### config.mk
export PLATFORM = sky130hd
export DESIGN_NAME = serial_adder
export DESIGN_NICKNAME = d
export VERILOG_FILES = /design/src/rtl/serial_adder_pkg.sv /design/src/rtl/serial_adder_slice.sv /design/src/rtl/serial_adder.sv
export SDC_FILE = /design/constraint.sdc
export NUM_CORES = 1
export LEC_CHECK = 0
export ABC_CLOCK_PERIOD_IN_PS = 3900
export BUFFER_PORTS_ARGS = -buffer_cell sky130_fd_sc_hd__buf_2
export CAP_MARGIN = 20
export CORE_ASPECT_RATIO = 0.6
export CORE_UTILIZATION = 50
export CTS_CLUSTER_DIAMETER = 100
export CTS_CLUSTER_SIZE = 30
export DETAILED_ROUTE_END_ITERATION = 7
export MAX_ROUTING_LAYER = met4
export PLACE_DENSITY = 0.78
export SLEW_MARGIN = 5
export SYNTH_ARGS = -nofsm -noshare
export SYNTH_HDL_FRONTEND = slang
export SYNTH_SLANG_ARGS = --single-unit
### constraint.sdc
create_clock -name clk -period 3.9 [get_ports clk]
set_clock_uncertainty 0.1 [all_clocks]
set_input_delay 0.39 -clock clk [delete_from_list [all_inputs] [get_ports clk]]
set_output_delay 0.39 -clock clk [all_outputs]
set_load 0.02 [all_outputs]
### src/rtl/serial_adder_pkg.sv
// Shared constants for the slice-serial adder: FSM encoding, default
// geometry, and the helper that sizes the slice index.
package serial_adder_pkg;

    localparam int DEF_WIDTH = 16;
    localparam int DEF_SLICE = 4;

    localparam logic [1:0] ST_IDLE = 2'd0;
    localparam logic [1:0] ST_RUN  = 2'd1;
    localparam logic [1:0] ST_DONE = 2'd2;

    // Ceiling log2, never below 1 so a single-slice build still has an index bit.
    function automatic int clog2_min1(input int value);
        int r;
        r = 0;
        for (int i = 0; i < 32; i++) begin
            if ((1 << r) < value) begin
                r = r + 1;
            end
        end
        return (r < 1) ? 1 : r;
    endfunction

endpackage

### src/rtl/serial_adder_slice.sv
// Combinational ripple of SLICE full-adder cells; also exposes the carry
// into the top cell so the caller can derive signed overflow.
module adder_slice #(
    parameter int SLICE = 4
) (
    input  logic [SLICE-1:0] x,
    input  logic [SLICE-1:0] y,
    input  logic             ci,
    output logic [SLICE-1:0] s,
    output logic             co,
    output logic             c_msb_in
);

    logic [SLICE:0] c;

    assign c[0] = ci;

    generate
        for (genvar gi = 0; gi < SLICE; gi++) begin : g_fa
            assign s[gi]   = x[gi] ^ y[gi] ^ c[gi];
            assign c[gi+1] = (x[gi] & y[gi]) | (c[gi] & (x[gi] ^ y[gi]));
        end
    endgenerate

    assign co       = c[SLICE];
    assign c_msb_in = c[SLICE-1];

endmodule

### src/rtl/serial_adder.sv
// Slice-serial add/subtract: one SLICE-bit chunk per clock, low slice first,
// through a single shared adder_slice.
module serial_adder
    import serial_adder_pkg::*;
#(
    parameter int WIDTH = DEF_WIDTH,
    parameter int SLICE = DEF_SLICE
) (
    input  logic             clk,
    input  logic             rst,
    input  logic             start,
    input  logic [WIDTH-1:0] a,
    input  logic [WIDTH-1:0] b,
    input  logic             cin,
    input  logic             sub,
    output logic             busy,
    output logic             done,
    output logic [WIDTH-1:0] sum,
    output logic             cout,
    output logic             ovf
);

    localparam int N  = WIDTH / SLICE;
    localparam int KW = clog2_min1(N);
    localparam logic [KW-1:0] K_LAST = KW'(N - 1);

    logic [1:0]       state_q, state_d;
    logic [KW-1:0]    k_q, k_d;
    logic [WIDTH-1:0] a_q, a_d;
    logic [WIDTH-1:0] b_q, b_d;
    logic             carry_q, carry_d;
    logic [WIDTH-1:0] sum_q, sum_d;
    logic             cout_q, cout_d;
    logic             ovf_q, ovf_d;

    logic [SLICE-1:0] slice_x, slice_y, slice_s;
    logic             slice_co, slice_c_msb;

    assign slice_x = a_q[k_q*SLICE +: SLICE];
    assign slice_y = b_q[k_q*SLICE +: SLICE];

    adder_slice #(
        .SLICE(SLICE)
    ) u_slice (
        .x        (slice_x),
        .y        (slice_y),
        .ci       (carry_q),
        .s        (slice_s),
        .co       (slice_co),
        .c_msb_in (slice_c_msb)
    );

    always_comb begin
        state_d = state_q;
        k_d     = k_q;
        a_d     = a_q;
        b_d     = b_q;
        carry_d = carry_q;
        sum_d   = sum_q;
        cout_d  = cout_q;
        ovf_d   = ovf_q;
        case (state_q)
            ST_RUN: begin
                sum_d[k_q*SLICE +: SLICE] = slice_s;
                carry_d = slice_co;
                if (k_q == K_LAST) begin
                    // Flags only belong to the most significant slice.
                    cout_d  = slice_co;
                    ovf_d   = slice_c_msb ^ slice_co;
                    state_d = ST_DONE;
                    k_d     = '0;
                end else begin
                    k_d = k_q + KW'(1);
                end
            end
            default: begin
                state_d = ST_IDLE;
                if (start) begin
                    // Subtraction as A + ~B + 1, with cin acting as borrow-in.
                    state_d = ST_RUN;
                    a_d     = a;
                    b_d     = b ^ {WIDTH{sub}};
                    carry_d = cin ^ sub;
                    k_d     = '0;
                end
            end
        endcase
    end

    always_ff @(posedge clk) begin
        if (rst) begin
            state_q <= ST_IDLE;
            k_q     <= '0;
            a_q     <= '0;
            b_q     <= '0;
            carry_q <= 1'b0;
            sum_q   <= '0;
            cout_q  <= 1'b0;
            ovf_q   <= 1'b0;
        end else begin
            state_q <= state_d;
            k_q     <= k_d;
            a_q     <= a_d;
            b_q     <= b_d;
            carry_q <= carry_d;
            sum_q   <= sum_d;
            cout_q  <= cout_d;
            ovf_q   <= ovf_d;
        end
    end

    assign busy = (state_q == ST_RUN);
    assign done = (state_q == ST_DONE);
    assign sum  = sum_q;
    assign cout = cout_q;
    assign ovf  = ovf_q;

endmodule
Word-level counts from Yosys, hierarchy flattened

Cells that the tools add are included.

Bits in registers: 55
Input port bits: 37
Output and inout port bits: 20
Logic and storage cells: 54

$add $sub $neg: 2
Equal/unequal tests: 4
Shift-type cells: 4
Mux-type cells: 9
Bitwise gates (word level): 24
Reduce and logical (&&, ||, !) cells: 3

Operators by type and width:

| operator                                                                | count |
|---|---|
| 4-bit negation with 34-bit output                                       | 1 |
| 4-bit by 34-bit variable shift with 16-bit output, first input constant | 1 |
| 4-bit by 34-bit variable part select with 16-bit output                 | 1 |
| 16-bit by 5-bit variable part select with 4-bit output                  | 2 |
| 16-bit bitwise mux                                                      | 1 |
| 16-bit bitwise XOR                                                      | 1 |
| 2-bit two-way mux                                                       | 5 |
| 1-bit bitwise XOR                                                       | 10 |
| 1-bit bitwise AND                                                       | 8 |
| 2-bit == test, second input constant                                    | 2 |
| 1-bit OR                                                                | 4 |
| 2-bit AND reduction                                                     | 2 |
| 1-bit two-way mux                                                       | 3 |
| 2-bit by 1-bit adder with 2-bit output, second input constant           | 1 |
| 2-bit by 1-bit == test with 1-bit output, second input constant         | 1 |
| 2-bit by 1-bit inequality test with 1-bit output, second input constant | 1 |
| 2-bit nonzero test                                                      | 1 |
| 1-bit NOT                                                               | 1 |

Logic depth before layout (Yosys ltp)

Gate-level depths: netlist (run 1).

Depth in word-level cells: 11
Mapped depth: 14
Depth with buffers taken out: 12

Cells and area by module

From an unflattened synthesis (run 1), not the netlist that was laid out.

Cells, all modules: 284
Area total of the unflattened synthesis: 2,798.9 um^2

Modules (own cells, without submodules):

| module       | instances | cells each | area each (um^2) | sequential area each (um^2) |
|---|---|---|---|---|
| serial_adder | 1         | 272        | 2,688.8          | 1,101.1 |
| adder_slice  | 1         | 12         | 110.1            | 0.0 |

Worst setup path before layout (run 1)

OpenSTA, ideal clock, no wires.

Path kind: flip-flop to flip-flop
Start point: register k_q[0]
End point: register ovf_q, in the netlist ovf
Data arrival time: 2.884 ns
Path slack: 0.846 ns
Cell stages (with the launch flop): 15
Buffers on the path: 2
Period minus slack after synthesis: 3.054 ns
Cells stage by stage: dfxtp_1 -> buf_4 -> buf_4 -> mux4_2 -> inv_1 -> fa_1 -> inv_1 -> fa_1 -> inv_1 -> fa_1 -> inv_1 -> fa_1 -> xnor2_1 -> nand3_1 -> a21oi_1

Longest elaborated chain between the ends: 11

Ends and longest elaborated chain:

| what                                                                      | RTL line                               | source |
|---|---|---|
| start: declaration                                                        | serial_adder.sv:28                     | `logic [KW-1:0] k_q, k_d;` |
| start signal: assignment                                                  | serial_adder.sv:102                    | `k_q <= k_d;` |
| 16-bit by 5-bit variable part select with 4-bit output (on tied branches) | serial_adder.sv:39, serial_adder.sv:40 |  |
| 1-bit bitwise XOR                                                         | serial_adder_slice.sv:21               | `assign c[gi+1] = (x[gi] & y[gi]) \| (c[gi] & (x[gi] ^ y[gi]));` |
| 1-bit bitwise AND                                                         | serial_adder_slice.sv:21               |  |
| 1-bit OR                                                                  | serial_adder_slice.sv:21               |  |
| 1-bit bitwise AND                                                         | serial_adder_slice.sv:21               |  |
| 1-bit OR                                                                  | serial_adder_slice.sv:21               |  |
| 1-bit bitwise AND                                                         | serial_adder_slice.sv:21               |  |
| 1-bit OR                                                                  | serial_adder_slice.sv:21               |  |
| 1-bit bitwise AND                                                         | serial_adder_slice.sv:21               |  |
| 1-bit OR (*)                                                              | serial_adder_slice.sv:21               |  |
| named net slice_co                                                        | serial_adder.sv:37                     | `logic slice_co, slice_c_msb;` |
| 1-bit bitwise XOR (*)                                                     | serial_adder.sv:69                     | `ovf_d = slice_c_msb ^ slice_co;` |
| end signal: assignment                                                    | serial_adder.sv:108                    | `ovf_q <= ovf_d;` |
| end: declaration                                                          | serial_adder.sv:34                     | `logic ovf_q, ovf_d;` |

The timed path passes the listed nets; every way through them passes the cells marked *.
A chain may end at the register's enable or synchronous reset.

Worst setup path in the final report (run 1)

Ends and elaborated chain as after synthesis.

==> results of run 1 <==
## worst paths after layout
path	end	startpoint	slack, ns	cells past startpoint
max	ovf$_SDFFE_PP0P_	k_q[0]$_SDFFE_PP0P_	0.76	10
min	a_q[12]$_SDFFE_PP0P_	a[12]	0.23	3
max reg2reg	ovf$_SDFFE_PP0P_	k_q[0]$_SDFFE_PP0P_	0.76	10
min reg2reg	sum[10]$_SDFFE_PP0P_	sum[10]$_SDFFE_PP0P_	0.35	2
## final cells by class
class,instances,area (sq um)
repair buffers,59,303
flip-flops and latches,55,1100
clock inverters,2,60.1
inverters,13,48.8
well taps,66,82.6
clock buffers,6,72.6
fillers,482,2020
multi-input cells,195,1410
## routing by layer
layer	GRT usage [%]	vias up	routed length [microns]
met1	33.4	1034	3080
met2	32.9	59	2520
met3	5.11	2	317
li1	-	1110	-
met4	3.20	0	9
met5	-	-	0
## worst reg2reg max path: cells and delay by family (launching register included)
| kind | cells | cell delay, ns |
|---|---|---|
| and+or+nand+nor | 1 | 0.10 |
| xor gates and xnor gates | 1 | 0.19 |
| muxes | 1 | 0.57 |
| DFF | 1 | 0.46 |
| adders and majority gates | 3 | 1.05 |
| AOI/OAI and AO/OA | 1 | 0.16 |
| buffers and inverters | 3 | 0.44 |
## stage by stage
step | worst slack (ns) | cell area, sq um | std cells
5_1_grt | 0.542 | 3080 | 396
4_1_cts | 0.765 | 3080 | 396
3_3_place_gp | 0.891 | 2950 | 388
2_1_floorplan | 0.846 | 2690 | 287
6_report | 0.757 | 3080 | 396
3_5_place_dp | 0.783 | 2950 | 388
## logic make-up (layout without fill, tap and decap cells)
logic type | after synthesis | after routing
AO/OA/AOI/OAI | 90 | 90
XOR/XNOR | 18 | 18
adder cells (fa/ha/maj) | 10 | 10
buffers and inverters | 37 | 80
flip-flops | 55 | 55
multiplexers | 9 | 9
AND/OR/NAND/NOR | 68 | 68
## flip-flops by register name, summed over array words and instances (netlist names)
name / cells
carry_q: 1
ovf: 1
b_q: 16
cout: 1
state_q: 2
k_q: 2
a_q: 16
sum: 16
## cell usage after synthesis, types with 2 or more instances
master    instances  area share (%)
dfxtp_1          55              41
ha_1              6             2.8
inv_2             2            0.28
a211oi_1         16             4.5
fa_1              4             3.0
a32oi_1           2            0.65
buf_1             4            0.56
buf_4             7             2.0
nand2_1          14             2.0
a21oi_1          49             9.1
or3_1             4            0.93
nor2_1            7            0.98
clkbuf_1          7            0.98
inv_1            11             1.5
nand4_1           4            0.93
and4bb_1          2            0.93
buf_2             6             1.1
nand3_1          20             3.7
mux4_2            8             6.7
xnor2_1          18             5.9
nand3b_1          5             1.4
o21ai_0           7             1.3
o21ai_1          14             2.6
## where the power goes
group | total, mW | internal (mW) | switching [mW]
registers | 0.609 | 0.590 | 0.0191
logic | 0.196 | 0.0849 | 0.111
clock network | 0.436 | 0.257 | 0.179
==> flow_summary.toml, run 1 <==
[synth]
synthDistinctLibCells = 38
syn_avg_cell_area_sq_um = 9.36
syn_inst = 287
synth.area.mux_share_pct = 7.08
synthArstFlopShare_pct = 0
synth_compound_area_share_pct = 18.7
ys.flop_type = "dfxtp_1"
synth_xor_area_share_pct = 5.87
synth_seq_cells = 55
syn_nets = 334
synth_top_family_by_area = "compound AO/OA/AOI/OAI gates"
synth_edf_count = 0
netlist_area_sq_um = 2690
yosysSeqAreaShare_pct = 41.0
yosys.area_share.simple_pct = 15.2
synth_fa_ha_area_share_pct = 5.77
yosysWarnings = 0

[cells_and_area]
area_growth_pct = 14.7
nets = 376
drive_gt1_share_pct = 24.5
final_common_cell = "buf_2"
num_antenna_cells = 0
utilization_pct = 60.4
final_cell_mix = "buf_2 (56), dfxtp_1 (55), a21oi_1 (49)"

[floorplan]
initial_core_util_pct = 52.6
die_area_sq_um = 5680
ios = 57
die_x_microns = 96.7
chipHeight_microns = 58.8
placementRows = 20
core_sq_um = 5100

[setup_path]
cp-start-kind = "flop"
crit_chain = "buf_4, mux4_2, fa_1, inv_1, fa_1, inv_1, fa_1, xnor2_1, nand3_1, a21oi_1"
cp-end-kind = "flop"
crit_fanout = 15
arrival_ns = 3.26
crit_type = "flop to flop"
cp_slowest_stage_delay_ns = 0.56
cp.required_ns = 4.02
path_buf_inv = 3
cpMostUsedCell = "fa_1"
slowest_stage = "mux4_2"
crit_family = "adder cells"

[placement]
portBuffers = 56
dp_hpwl_microns = 4090
gp_congestion = 0.830

[cts]
clock_tree.root_cell = "clkbuf_8"
clock-sinks = 55
postCtsSetupRepairBufs = 0
cts_tree = "done"
clk_latency_ns = 0.30
ctsLongestPathBuffers = 2
clkSlewWorstSetupHoldPaths_ns = 0.10
post_cts_resized = 0
cts_htree_levels = 2
holdBufCountCts = 0
cts_buffers = 5

[routing]
drc = 0
wl_microns = 5930
initialDrtViolationCount = 89
vias = 2205
antenna_violating_nets_post_route = 0
first_pass_iters = 4
viasPerCell = 5.57
wl_per_cell_microns = 15.0

[outcome]
status = "complete, no violations"

[min_path]
worstHoldPathType = "input pin to flop"

[grt]
grt_pass1_vias = 2045
grt_max_degree = 56
grt.overflow.total = 0
grt_pass1_wl_microns = 10100
grt_usage_pct = 22.8
antenna_found_initial = 0

[sta]
rsz0062_at_grt = "false"
fin_crit_sh_pct = 80.6
tightest_slew_ns = 0.992
clock.fmax_mhz = 318
relSlewSlack_pct = 33.8
setup_tns_ns = 0
setup_viol = 0
finalHoldViolations = 0
drv_slew = 0
min_period_ns = 3.14
worst_hold_slack_ns = 0.226

[pwr]
power_mw = 1.24
p_leak_nw = 1.22
ir_drop_mv = 0.177
powerDensity_nw_per_um2 = 403

[job]
maxCapViolCount = 0
Note: power is estimated with default switching activity, not from simulation.
==> inputs of run 2 (changes only) <==
--- a/config.mk
+++ b/config.mk
@@ -5,7 +5,7 @@
 export SDC_FILE = /design/constraint.sdc
 export NUM_CORES = 1
 export LEC_CHECK = 0
-export ABC_CLOCK_PERIOD_IN_PS = 3900
+export ABC_CLOCK_PERIOD_IN_PS = 3000
 export BUFFER_PORTS_ARGS = -buffer_cell sky130_fd_sc_hd__buf_2
 export CAP_MARGIN = 20
 export CORE_ASPECT_RATIO = 0.6
==> constraint.sdc (replaced) <==
create_clock -name clk -period 3 [get_ports clk]
set_clock_uncertainty 0.1 [all_clocks]
set_input_delay 0.3 -clock clk [delete_from_list [all_inputs] [get_ports clk]]
set_output_delay 0.3 -clock clk [all_outputs]
set_load 0.02 [all_outputs]
==> run 2 against run 1 <==
Critical path type unchanged; count of clock-buffer cells in the layout grew 2; critical path depth rose by 1; register-to-register slack got worse by 0.66 ns; largest power group unchanged.
==> flow_summary.toml, run 2 (synthesis gave the netlist of run 1 again) <==
[outcome]
status = "complete, no violations"

[cells_and_area]
fin_cells = 399
final_cell_area_sq_um = 3090
final_common_cell = "buf_2"
area_growth_pct = 14.9
utilization_pct = 60.5
drive_gt1_share_pct = 28.5
nets = 379
num_antenna_cells = 0
final_cell_mix = "buf_2 (56), dfxtp_1 (53), a21oi_1 (49)"

[routing]
viasPerCell = 5.57
first_pass_iters = 4
wl_microns = 6220
vias = 2224
drc = 0
initialDrtViolationCount = 157
antenna_violating_nets_post_route = 0
wl_per_cell_microns = 15.6

[floorplan]
ios = 57
chipHeight_microns = 58.8
die_x_microns = 96.7
initial_core_util_pct = 52.6
placementRows = 20
core_sq_um = 5100
die_area_sq_um = 5680

[pwr]
sw_frac_of_total_pct = 27.2
powerDensity_nw_per_um2 = 488
power.clock.fraction_pct = 29.6
comb_power_share_pct = 17.8
p_int_mw = 1.10
p_leak_nw = 1.21
pwr-share-seq_pct = 52.6
power_mw = 1.51
p_sw_uw = 410
ir_drop_mv = 0.228

[sta]
worst_hold_slack_ns = 0.133
rsz0062_at_grt = "true"
relSlewSlack_pct = 34.1
fin_crit_sh_pct = 96.8
setup_viol = 0
setup_tns_ns = 0
tightest_slew_ns = 0.989
clock.fmax_mhz = 345
finalHoldViolations = 0
setup_slack_ns = 0.0973
min_period_ns = 2.90
drv_slew = 0

[cts]
cts_tree = "done"
clk_latency_ns = 0.31
clkSlewWorstSetupHoldPaths_ns = 0.09
ctsLongestPathBuffers = 2
clock_tree.root_cell = "clkbuf_8"
clock-sinks = 55
cts_buffers = 5
cts_htree_levels = 2

[placement]
postPlaceCellArea_sq_um = 2960
dp.cells = 390
dp_slack_ns = -0.0494
dp_hpwl_microns = 4350
portBuffers = 56
gp_congestion = 0.833

[grt]
grt_usage_pct = 23.5
grt.overflow.total = 0
grt_pass1_vias = 2029
grt_pass1_wl_microns = 10100
antenna_found_initial = 0
grt_max_degree = 56

[setup_path]
cp.required_ns = 3.14
cp-start-kind = "flop"
crit_fanout = 5
crit_type = "flop to flop"
arrival_ns = 3.04
cp-end-kind = "flop"

[min_path]
worstHoldPathType = "input pin to flop"

[job]
maxCapViolCount = 0
-- run 2: cell types whose count changed in the layout (fill, tap and decap cells not counted), sizes merged --
cell / previous run / this run
clkbuf: 6 / 8
buf: 59 / 62
bufinv: 2 / 0
-- run 2: layout make-up --
type	count	area (sq um)
clock buffers	8	100
fillers	449	2020
inverters	13	48.8
multi-input cells	195	1420
flip-flops and latches	55	1110
well taps	66	82.6
repair buffers	62	325
-- run 2: worst paths after layout --
path                            start                   end  slack [ns]  depth (start not counted)
hold reg to reg   sum[8]$_SDFFE_PP0P_   sum[8]$_SDFFE_PP0P_        0.35                          2
hold / removal                  a[11]  a_q[11]$_SDFFE_PP0P_        0.13                          3
setup / recovery  k_q[0]$_SDFFE_PP0P_  sum[11]$_SDFFE_PP0P_         0.1                         11
setup reg to reg  k_q[0]$_SDFFE_PP0P_  sum[11]$_SDFFE_PP0P_         0.1                         11
-- run 2: critical path, cell delays in order, from the launching register on --
cell and delay (ns):
dfxtp_4 0.39, mux4_2 0.50, inv_2 0.08, fa_2 0.19, inv_2 0.04, fa_2 0.34
inv_2 0.07, fa_2 0.22, inv_2 0.04, fa_2 0.59, nand4_1 0.11, a21oi_1 0.14
-- run 2: per-layer routing --
metal	vias up	part of all wire, %	global-route usage [%]
met5	-	0	-
met4	0	1.1	7.25
met3	8	5.7	4.63
met2	65	41	33.1
met1	1041	52	33.9
li1	1110	-	-
-- run 2: power groups by stage --
stage                     Clock (mW)  Sequential, mW  Combinational, mW
final                          0.446           0.792              0.268
after detailed placement           0           0.808              0.261
after global placement             0           0.808              0.252
after CTS                      0.454           0.792              0.261
after floorplan                    0           0.800              0.193
after global routing           0.481           0.796              0.295
-- run 2: what timing repair did --
action,in CTS,in global routing
setup buffers,0,1
pin swaps,0,8
endpoints found under the hold margin,0,0
gates resized for setup,1,11
setup endpoints to repair,5,5
hold buffers,0,0
